### src/rtl/commu_pkg.sv
// Shared definitions for the commu packet pusher: FSM state encodings and
// width helpers used to size the byte packer.
package commu_pkg;

    typedef enum logic [2:0] {
        ST_IDLE = 3'd0,
        ST_READ = 3'd1,
        ST_CAP  = 3'd2,
        ST_FIRE = 3'd3,
        ST_WAIT = 3'd4,
        ST_NEXT = 3'd5,
        ST_DONE = 3'd6
    } state_t;

    function automatic int nb_of(input int bw);
        return bw / 8;
    endfunction

    function automatic int clog2_f(input int v);
        int r;
        r = 0;
        for (int i = 0; i < 31; i++) begin
            if ((1 << i) < v) r = i + 1;
        end
        return r;
    endfunction

    // A single-lane word still needs a 1-bit lane index
    function automatic int lane_w(input int nb);
        return (nb > 1) ? clog2_f(nb) : 1;
    endfunction

endpackage

### src/rtl/commu_pack.sv
// NB-lane byte packer: drops each captured byte into its lane of a BW_TX word.
// The word output already includes the byte captured in the current cycle.
module commu_pack
    import commu_pkg::*;
#(
    parameter int BW_TX = 16,
    parameter int LW    = lane_w(nb_of(BW_TX))
) (
    input  logic             clk_sys,
    input  logic             rst_n,
    input  logic             clr,
    input  logic             cap,
    input  logic [LW-1:0]    lane,
    input  logic             msb_first,
    input  logic [7:0]       din,
    output logic [BW_TX-1:0] word
);

    localparam int NB = nb_of(BW_TX);

    logic [BW_TX-1:0] word_r;
    logic [BW_TX-1:0] word_s;

    // Merge this cycle's byte; slot i holds byte NB-1-i when msb_first
    always_comb begin
        word_s = word_r;
        for (int i = 0; i < NB; i++) begin
            word_s[8*i +: 8] = (cap && (int'(lane) == (msb_first ? (NB - 1 - i) : i)))
                               ? din : word_r[8*i +: 8];
        end
    end

    // Lane storage, cleared between words
    always_ff @(posedge clk_sys or negedge rst_n) begin
        if (!rst_n) begin
            word_r <= {BW_TX{1'b0}};
        end else if (clr) begin
            word_r <= {BW_TX{1'b0}};
        end else begin
            word_r <= word_s;
        end
    end

    assign word = word_s;

endmodule

### src/rtl/commu_push_nw.sv
// Packet pusher: reads len_pkg bytes from the frame buffer, packs them into
// BW_TX-bit words and hands each word to the tx serialiser with handshake.
module commu_push_nw
    import commu_pkg::*;
#(
    parameter int BW_TX = 16,
    parameter int LEN_W = 16,
    parameter int TO_W  = 16
) (
    input  logic             clk_sys,
    input  logic             rst_n,
    input  logic             fire_push,
    input  logic             abort_push,
    output logic             done_push,
    output logic             err_push,
    output logic             buf_rd,
    input  logic [7:0]       buf_q,
    output logic             buf_frm,
    output logic             fire_tx,
    input  logic             done_tx,
    output logic [BW_TX-1:0] data_tx,
    input  logic [LEN_W-1:0] len_pkg,
    input  logic             cfg_msb_first,
    input  logic [TO_W-1:0]  cfg_timeout,
    output logic [LEN_W-1:0] cnt_word
);

    localparam int NB = nb_of(BW_TX);
    localparam int LW = lane_w(NB);
    localparam logic [LEN_W-1:0] NB_L = LEN_W'(NB);

    state_t           state_r, state_s;
    logic             err_s;
    logic [LEN_W-1:0] bytes_left_r, rd_cnt_r, cnt_word_r, k_s;
    logic [TO_W-1:0]  wait_cnt_r, to_r;
    logic             msb_r, rd_q_r, clr_s;
    logic [LW-1:0]    cap_idx_r;
    logic [BW_TX-1:0] word_s;
    logic             done_push_r, err_push_r, buf_rd_r, buf_frm_r, fire_tx_r;
    logic [BW_TX-1:0] data_tx_r;

    assign k_s   = (bytes_left_r > NB_L) ? NB_L : bytes_left_r;
    assign clr_s = (state_r == ST_IDLE) || (state_r == ST_NEXT) || (state_r == ST_DONE);

    // Next-state decode; err_s flags a DONE entered by abort or timeout
    always_comb begin
        state_s = state_r;
        err_s   = 1'b0;
        case (state_r)
            ST_IDLE: begin
                if (fire_push) begin
                    state_s = (len_pkg == {LEN_W{1'b0}}) ? ST_DONE : ST_READ;
                end else begin
                    state_s = ST_IDLE;
                end
            end
            ST_READ: begin
                if (abort_push) begin
                    state_s = ST_DONE;
                    err_s   = 1'b1;
                end else if (rd_cnt_r == k_s - LEN_W'(1)) begin
                    state_s = ST_CAP;
                end else begin
                    state_s = ST_READ;
                end
            end
            ST_CAP, ST_FIRE: begin
                if (abort_push) begin
                    state_s = ST_DONE;
                    err_s   = 1'b1;
                end else begin
                    state_s = (state_r == ST_CAP) ? ST_FIRE : ST_WAIT;
                end
            end
            ST_WAIT: begin
                if (abort_push) begin
                    state_s = ST_DONE;
                    err_s   = 1'b1;
                end else if (done_tx) begin
                    state_s = ST_NEXT;
                end else if ((to_r != {TO_W{1'b0}}) && (wait_cnt_r == to_r - TO_W'(1))) begin
                    state_s = ST_DONE;
                    err_s   = 1'b1;
                end else begin
                    state_s = ST_WAIT;
                end
            end
            ST_NEXT: begin
                if (abort_push) begin
                    state_s = ST_DONE;
                    err_s   = 1'b1;
                end else if (bytes_left_r <= NB_L) begin
                    state_s = ST_DONE;
                end else begin
                    state_s = ST_READ;
                end
            end
            ST_DONE: state_s = ST_IDLE;
            default: state_s = ST_IDLE;
        endcase
    end

    // State and output registers, all decoded from the upcoming state
    always_ff @(posedge clk_sys or negedge rst_n) begin
        if (!rst_n) begin
            state_r     <= ST_IDLE;
            done_push_r <= 1'b0;
            err_push_r  <= 1'b0;
            buf_rd_r    <= 1'b0;
            buf_frm_r   <= 1'b0;
            fire_tx_r   <= 1'b0;
            data_tx_r   <= {BW_TX{1'b0}};
            rd_q_r      <= 1'b0;
        end else begin
            state_r     <= state_s;
            done_push_r <= (state_s == ST_DONE);
            err_push_r  <= err_s;
            buf_rd_r    <= (state_s == ST_READ);
            buf_frm_r   <= (state_s != ST_IDLE);
            fire_tx_r   <= (state_s == ST_FIRE);
            rd_q_r      <= buf_rd_r;
            if (state_s == ST_FIRE) begin
                data_tx_r <= word_s;
            end else if (state_s == ST_WAIT) begin
                data_tx_r <= data_tx_r;
            end else begin
                data_tx_r <= {BW_TX{1'b0}};
            end
        end
    end

    // Push configuration, byte/word/timeout counters and capture lane index
    always_ff @(posedge clk_sys or negedge rst_n) begin
        if (!rst_n) begin
            bytes_left_r <= {LEN_W{1'b0}};
            cnt_word_r   <= {LEN_W{1'b0}};
            rd_cnt_r     <= {LEN_W{1'b0}};
            wait_cnt_r   <= {TO_W{1'b0}};
            to_r         <= {TO_W{1'b0}};
            msb_r        <= 1'b0;
            cap_idx_r    <= {LW{1'b0}};
        end else begin
            case (state_r)
                ST_IDLE: begin
                    if (fire_push) begin
                        bytes_left_r <= len_pkg;
                        to_r         <= cfg_timeout;
                        msb_r        <= cfg_msb_first;
                        cnt_word_r   <= {LEN_W{1'b0}};
                    end else begin
                        bytes_left_r <= bytes_left_r;
                    end
                end
                ST_NEXT: begin
                    bytes_left_r <= bytes_left_r - k_s;
                    cnt_word_r   <= cnt_word_r + LEN_W'(1);
                end
                default: bytes_left_r <= bytes_left_r;
            endcase
            rd_cnt_r   <= (state_r == ST_READ) ? rd_cnt_r + LEN_W'(1) : {LEN_W{1'b0}};
            wait_cnt_r <= (state_r == ST_WAIT) ? wait_cnt_r + TO_W'(1) : {TO_W{1'b0}};
            if (clr_s) begin
                cap_idx_r <= {LW{1'b0}};
            end else if (rd_q_r) begin
                cap_idx_r <= cap_idx_r + LW'(1);
            end else begin
                cap_idx_r <= cap_idx_r;
            end
        end
    end

    commu_pack #(
        .BW_TX (BW_TX),
        .LW    (LW)
    ) u_pack (
        .clk_sys   (clk_sys),
        .rst_n     (rst_n),
        .clr       (clr_s),
        .cap       (rd_q_r),
        .lane      (cap_idx_r),
        .msb_first (msb_r),
        .din       (buf_q),
        .word      (word_s)
    );

    assign done_push = done_push_r;
    assign err_push  = err_push_r;
    assign buf_rd    = buf_rd_r;
    assign buf_frm   = buf_frm_r;
    assign fire_tx   = fire_tx_r;
    assign data_tx   = data_tx_r;
    assign cnt_word  = cnt_word_r;

endmodule
### config.mk
export PLATFORM = sky130hd
export DESIGN_NAME = commu_push_nw
export DESIGN_NICKNAME = d
export VERILOG_FILES = /design/src/rtl/commu_pkg.sv /design/src/rtl/commu_pack.sv /design/src/rtl/commu_push_nw.sv
export SDC_FILE = /design/constraint.sdc
export NUM_CORES = 1
export LEC_CHECK = 0
export CORE_ASPECT_RATIO = 0.8
export CORE_MARGIN = 1
export CORE_UTILIZATION = 25
export CTS_CLUSTER_SIZE = 25
export DETAILED_ROUTE_END_ITERATION = 8
export GPL_ROUTABILITY_DRIVEN = 0
export PLACE_DENSITY = 0.44
export SYNTH_ARGS = -nofsm -noshare
export SYNTH_HDL_FRONTEND = slang
export SYNTH_SLANG_ARGS = --single-unit
### constraint.sdc
create_clock -name clk_sys -period 4.6 [get_ports clk_sys]
set_input_delay 0.46 -clock clk_sys [delete_from_list [all_inputs] [get_ports clk_sys]]
set_output_delay 0.46 -clock clk_sys [all_outputs]
set_load 0.02 [all_outputs]
==> key figures, run 1 <==
Setup path
  • Path depth of the worst reg2reg path: 7
  • CP Launch Type: flip-flop
  • Critical path class: reg2reg
  • R2R setup slack: 1.18 ns
  • CP Capture Type: flip-flop
  • Worst r2r dst: data_tx[5]$_DFFE_PN0P_
  • R2r startpoint: bytes_left_r[4]$_DFFE_PN0P_
  • Crit path max fanout: 16
  • Worst Path Arrival: 3.74 ns
  • Worst EP required: about 4.9 ns

Drt
  • Vias per inst: 4.86
  • Vias: 5,213
  • Routed Antenna Nets: 0
  • Avg WL per Cell: 16.1 microns
  • Initial DRC Count: 337
  • # DRC: 18
  • First drt pass iteration count: 6
  • Final wirelength: between 15,000 and 20,000 microns

Global routing
  • Largest net degree at the start of global routing: 66
  • GR Util All Layers: 0.140
  • First-pass GRT wire length: 27,600 microns
  • Vias in the first global route: around 5,100
  • Global route overflow: 0
  • Antenna violations before repair: 0

Synth
  • Distinct cell type count after synthesis: between 60 and 70
  • Mapped Nets: between 700 and 800
  • Sequential share of the synthesized area: 0.490
  • YS warnings: 0
  • Asr flop ratio synth: 1.00
  • Ys flop type: dfrtp_1
  • Number of synthesized register bits: 123
  • Mapped Area: 6280 sq um
  • Post-synth EDFFs: 0
  • Gate Count Post-Synth: 665
  • Avg Cell Area, Syn: 9.44 sq um

Clocking
  • Cts hold-fix bufs: 0
  • Max clock buf depth: 2
  • Clock-pin slew on the worst setup and hold paths: 0.06 ns
  • Worst skew pair latency: 0.42 ns
  • CTS resizes: 0
  • H-tree levels: 4
  • CTS tree: built
  • Clk root buf: clkbuf_16
  • CTS sink cnt: around 120
  • Post-CTS setup buffers: 0
  • Num CTS Buffers: 17

Power and ir drop
  • Int Power: 2.57 mW
  • Sequential share of power: 0.377
  • Switching share of power: 0.398
  • Clk pwr share: 0.298
  • LEAKAGE: 3.42 nW
  • Total power: about 4.3 mW
  • Comb pwr share: 0.325
  • Psw: 1.70 mW
  • Power density cells: 533 nW/um^2
  • Highest ir drop seen on vdd: 247 uV

Placement
  • Port bufs: 82
  • Placed cells: ~1,000
  • DP HPWL: ~12,000 microns

Cells and area
  • Commonest non-fill, non-tap cells in the layout: dfrtp_1, nand2_1, clkdlybuf4s50_1
  • Fin util: 0.326
  • Share of layout cells above drive strength 1: 0.0742
  • Non-Filler Instances: 1,073
  • Most common cell after layout, fill and taps aside: dfrtp_1
  • # diodes: 0
  • Final nets: 794
  • Fillers: 2,551
  • Area Growth Syn to Fin: 27.3%

STA
  • RSZ-0062 raised after global routing: no
  • Slew Viols, Final: 0
  • Fin Clk Skew: roughly 0.0096 ns
  • Final hold vios: 0
  • Period utilization: 0.743
  • Rel. slew slack: 0.301
  • Actual slew at the worst max-slew pin: approximately 1.0 ns
  • Fin crit period: 3.42 ns
  • Highest clock rate: 0.293 GHz
  • Fin Setup TNS: 0 ns
  • Final Setup Violations: 0

Run
  • Max-cap violations: 0

Die
  • IO Pins: between 80 and 90
  • Initial Utilization: 0.256
  • Die Footprint: 25,800 sq um
  • Row count: 51
  • Die Wd: 179 microns
  • Die H: 144 microns
  • Core area: 24,500 sq um

Run status
  • Failing checks: design-rule violations
  • Outcome: complete, but fails checks

Worst hold path
  • Worst min path class: in2async
## critical path: stages, from the launching register on
cell and delay, ns:
dfrtp_1 0.44, or4_1 0.59, nor4_2 0.47, a21oi_1 0.14, o311ai_1 0.60, nand3_1 0.20
a21oi_2 0.69, o2bb2ai_1 0.19
## layout make-up
cell class	count	area, sq um	share of cell area
clock buffers	17	425	0.0532
clock inverters	15	131	0.0164
inverters	15	56.3	0.00704
multi-input cells	498	3040	0.380
flip-flops and latches	123	3080	0.385
well taps	318	398	0.0498
repair buffers	87	868	0.109
## routing by layer
metal	vias to the layer above	routed length (microns)	global-route usage
met5	-	0	0
met4	0	194	0.0429
met3	16	1020	0.0368
met2	119	7180	0.205
met1	2526	8840	0.200
li1	2552	-	-
## power by group through the flow
stage,registers [mW],logic [mW],clock network [mW]
2_1_floorplan,1.55,0.978,0
3_3_place_gp,1.61,1.38,0
3_5_place_dp,1.62,1.39,0
4_1_cts,1.61,1.40,1.31
5_1_grt,1.65,1.55,1.36
6_report,1.61,1.39,1.27
## flip-flops by register name, summed over array words and instances (netlist names)
name / count
u_pack.word_r: 16
cap_idx_r: 1
msb_r: 1
state_r: 3
done_push: 1
err_push: 1
buf_rd: 1
bytes_left_r: 16
data_tx: 16
buf_frm: 1
wait_cnt_r: 16
cnt_word: 16
rd_q_r: 1
to_r: 16
fire_tx: 1
rd_cnt_r: 16
## metrics by stage
stage / hold WS (ns) / area, sq um / setup WS (ns)
after global placement: 0.437 / 7440 / 1.15
after detailed placement: 0.426 / 7440 / 1.11
after floorplan: 0.164 / 6280 / 1.63
final: 0.108 / 8000 / 1.18
after CTS: 0.138 / 8000 / 1.14
after global routing: 0.175 / 8000 / 0.841
## cells by family after synthesis
logic type                 synth area share
buffers and inverters                0.0269
muxes                                0.0319
DFF                                   0.490
AOI/OAI and AO/OA                     0.146
adders and majority gates            0.0120
xor gates and xnor gates             0.0614
and+or+nand+nor                       0.231
other                              0.000597
## how the worst max path moves through the flow
stage | from | to | slack, ns | cells past startpoint
after CTS | bytes_left_r[4]$_DFFE_PN0P_ | data_tx[3]$_DFFE_PN0P_ | 1.14 | 7
after global placement | abort_push | data_tx[2]$_DFFE_PN0P_ | 1.15 | 7
after detailed placement | abort_push | data_tx[5]$_DFFE_PN0P_ | 1.11 | 7
after global routing | bytes_left_r[4]$_DFFE_PN0P_ | data_tx[3]$_DFFE_PN0P_ | 0.84 | 7
after floorplan | bytes_left_r[4]$_DFFE_PN0P_ | buf_frm$_DFF_PN0_ | 1.63 | 10
final | bytes_left_r[4]$_DFFE_PN0P_ | data_tx[5]$_DFFE_PN0P_ | 1.18 | 7
## Yosys cell counts, types with 6 or more instances
| cell | number | area [sq um] |
|---|---|---|
| dfrtp_1 | 123 | 3080 |
| nand2_1 | 97 | 364 |
| nor2_1 | 79 | 297 |
| o21ai_0 | 41 | 205 |
| xor2_1 | 29 | 254 |
| clkbuf_1 | 26 | 97.6 |
| nand3_1 | 25 | 125 |
| mux2i_1 | 20 | 200 |
| a21oi_1 | 16 | 80.1 |
| o2bb2ai_1 | 16 | 140 |
| inv_1 | 15 | 56.3 |
| xnor2_1 | 15 | 131 |
| nor4_1 | 14 | 87.6 |
| nor3_1 | 13 | 65.1 |
| nand4_1 | 12 | 75.1 |
| and3_1 | 10 | 62.6 |
| a221o_1 | 7 | 70.1 |
| ha_1 | 6 | 75.1 |
| or4_1 | 6 | 45.0 |
Power figures use the tool's default switching activity.
==> inputs of run 2 (changes only) <==
--- a/config.mk
+++ b/config.mk
@@ -11,7 +11,7 @@
 export CTS_CLUSTER_SIZE = 25
 export DETAILED_ROUTE_END_ITERATION = 8
 export GPL_ROUTABILITY_DRIVEN = 0
-export PLACE_DENSITY = 0.44
+export PLACE_DENSITY = 0.46
 export SYNTH_ARGS = -nofsm -noshare
 export SYNTH_HDL_FRONTEND = slang
 export SYNTH_SLANG_ARGS = --single-unit
==> constraint.sdc (replaced) <==
create_clock -name clk_sys -period 3.07 [get_ports clk_sys]
set_input_delay 0.307 -clock clk_sys [delete_from_list [all_inputs] [get_ports clk_sys]]
set_output_delay 0.307 -clock clk_sys [all_outputs]
set_load 0.02 [all_outputs]
==> key figures, run 2 (synthesis results as in run 1) <==
Cells and area
  • Non-Filler Instances: 1,106
  • Fin util: 0.340
  • # diodes: 0
  • Design Area, Final: 8330 sq um
  • Sequential cell area: 3080 sq um
  • Commonest non-fill, non-tap cells in the layout: dfrtp_1, nand2_1, clkdlybuf4s50_1
  • Most common cell after layout, fill and taps aside: dfrtp_1
  • Share of layout cells above drive strength 1: 0.123
  • Area Growth Syn to Fin: 32.6%
  • Final nets: 827
  • Multi-input gate area: 3100 sq um
  • Fillers: ~2,500

STA
  • Final Setup Violations: 0
  • Period utilization: 0.982
  • Fin Clk Skew: 0.00962 ns
  • WHS: 0.380 ns
  • Rel. slew slack: 0.474
  • Highest clock rate: about 0.33 GHz
  • Actual slew at the worst max-slew pin: 0.789 ns
  • Slew Viols, Final: 0
  • Fin crit period: 3.01 ns
  • RSZ-0062 raised after global routing: yes
  • Final hold vios: 0

Global routing
  • First-pass GRT wire length: around 28,000 microns
  • GR Util All Layers: 0.143
  • Global route overflow: 0
  • Largest net degree at the start of global routing: 61
  • Vias in the first global route: 5,097
  • Antenna violations before repair: 0

Placement
  • Placed cells: 1,069
  • Port bufs: 82
  • DP HPWL: 12,000 microns
  • Placed Instance Area: between 7000 and 8000 sq um

Run status
  • Failing checks: design-rule violations
  • Outcome: complete, but fails checks

Drt
  • Final wirelength: 17,400 microns
  • Vias: 5,290
  • # DRC: 20
  • Initial DRC Count: 329
  • Routed Antenna Nets: 0
  • First drt pass iteration count: 7
  • Avg WL per Cell: 15.7 microns
  • Vias per inst: 4.78

Clocking
  • Clock-pin slew on the worst setup and hold paths: 0.06 ns
  • Num CTS Buffers: 17
  • Worst skew pair latency: 0.43 ns
  • Clk root buf: clkbuf_16
  • CTS sink cnt: between 100 and 150
  • Max clock buf depth: 2
  • CTS tree: built
  • H-tree levels: 4

Setup path
  • Worst EP required: between 3 and 4 ns
  • Worst Setup SP: to_r[0]$_DFFE_PN0P_
  • Most frequent CP cell: or4_4
  • Crit-path cells: or4_4 > or4_4 > nor4_4 > o21bai_1 > or4b_1 > or4b_4 > a21oi_2
  • Crit path max fanout: 4
  • CP Capture Type: flip-flop
  • CP max stage delay: ~0.55 ns
  • Critical path class: reg2reg
  • Worst Path Arrival: 3.37 ns
  • Slowest cell on the critical path: or4_4
  • Worst r2r dst: done_push$_DFF_PN0_
  • R2r startpoint: to_r[0]$_DFFE_PN0P_
  • R2R setup slack: 0.06 ns
  • CP Launch Type: flip-flop
  • CP endpoint: done_push$_DFF_PN0_
  • Path depth of the worst reg2reg path: 7

Die
  • Initial Utilization: 0.256
  • Die Wd: around 180 microns
  • Row count: 51
  • Die H: between 100 and 150 microns
  • IO Pins: 83
  • Die Footprint: ~26,000 sq um
  • Core area: between 20,000 and 25,000 sq um

Power and ir drop
  • Highest ir drop seen on vdd: 462 uV
  • Clk pwr share: 0.288
  • Comb pwr share: 0.374
  • Int Power: 4.10 mW
  • Psw: 2.65 mW
  • LEAKAGE: 3.61 nW
  • Switching share of power: 0.393
  • Sequential share of power: 0.337
  • Power density cells: 810 nW/um^2

Worst hold path
  • Worst min path class: reg2reg
  • Hold Path Stages: 0

Run
  • Max-cap violations: 0
[run 2: worst min path at each step]
stage                startpoint                end  slack, ns
2_1_floorplan             rst_n  buf_frm$_DFF_PN0_       0.01
3_3_place_gp   buf_rd$_DFF_PN0_   rd_q_r$_DFF_PN0_       0.37
3_5_place_dp   buf_rd$_DFF_PN0_   rd_q_r$_DFF_PN0_       0.37
4_1_cts        buf_rd$_DFF_PN0_   rd_q_r$_DFF_PN0_       0.38
5_1_grt        buf_rd$_DFF_PN0_   rd_q_r$_DFF_PN0_       0.40
6_report       buf_rd$_DFF_PN0_   rd_q_r$_DFF_PN0_       0.38
[run 2: area by class of cell]
class,instances,area share
clock inverter,15,0.0176
clock buffer,17,0.0511
inverter,15,0.00676
sequential,123,0.370
multi-input combinational,498,0.373
timing repair buffer,120,0.134
tap,318,0.0478
[run 2: critical path: cells and delay by family (launching register included)]
kind,cells,cell delay (ns)
AND/OR/NAND/NOR,5,2.29
AO/OA/AOI/OAI,2,0.25
flip-flops,1,0.40
[run 2: layer usage]
metal | track usage | vias up | wire, microns | share of wire
met2 | 0.185 | 136 | 6580 | 0.38
li1 | - | 2613 | - | -
met5 | 0 | - | 0 | 0
met4 | 0.0482 | 0 | 248 | 0.014
met3 | 0.0468 | 22 | 1190 | 0.069
met1 | 0.217 | 2519 | 9330 | 0.54
[run 2: repair_timing]
item | CTS | global route
hold buffers | 1 | 0
endpoints found under the setup margin | 18 | 23
gates cloned | 0 | 0
hold endpoints to repair | 48 | 0
pin swaps | 0 | 4
resized for setup | 4 | 10
buffers inserted | 0 | 4
[run 2: power by group through the flow]
stage,sequential [mW],clock (mW),combinational [mW]
finish,2.28,1.94,2.52
global route,2.33,2.08,2.82
CTS,2.26,2.01,2.48
detailed placement,2.29,0,2.43
global placement,2.30,0,2.43
floorplan,2.32,0,1.47
[run 2: stage by stage]
stage / TNS [ns] / power, mW / worst slack (ns)
floorplan: 0 / 3.78 / 0.101
global placement: -0.626 / 4.73 / -0.0403
detailed placement: -1.93 / 4.72 / -0.130
CTS: 0 / 6.75 / 0.00481
global route: -0.141 / 7.22 / -0.0385
finish: 0 / 6.74 / 0.0563
==> inputs of run 3 (changes only) <==
--- a/config.mk
+++ b/config.mk
@@ -8,6 +8,7 @@
 export CORE_ASPECT_RATIO = 0.8
 export CORE_MARGIN = 1
 export CORE_UTILIZATION = 25
+export CTS_CLUSTER_DIAMETER = 80
 export CTS_CLUSTER_SIZE = 25
 export DETAILED_ROUTE_END_ITERATION = 8
 export GPL_ROUTABILITY_DRIVEN = 0
==> results of run 3 <==
Final layout, timing and power as in run 2 (identical DEF).
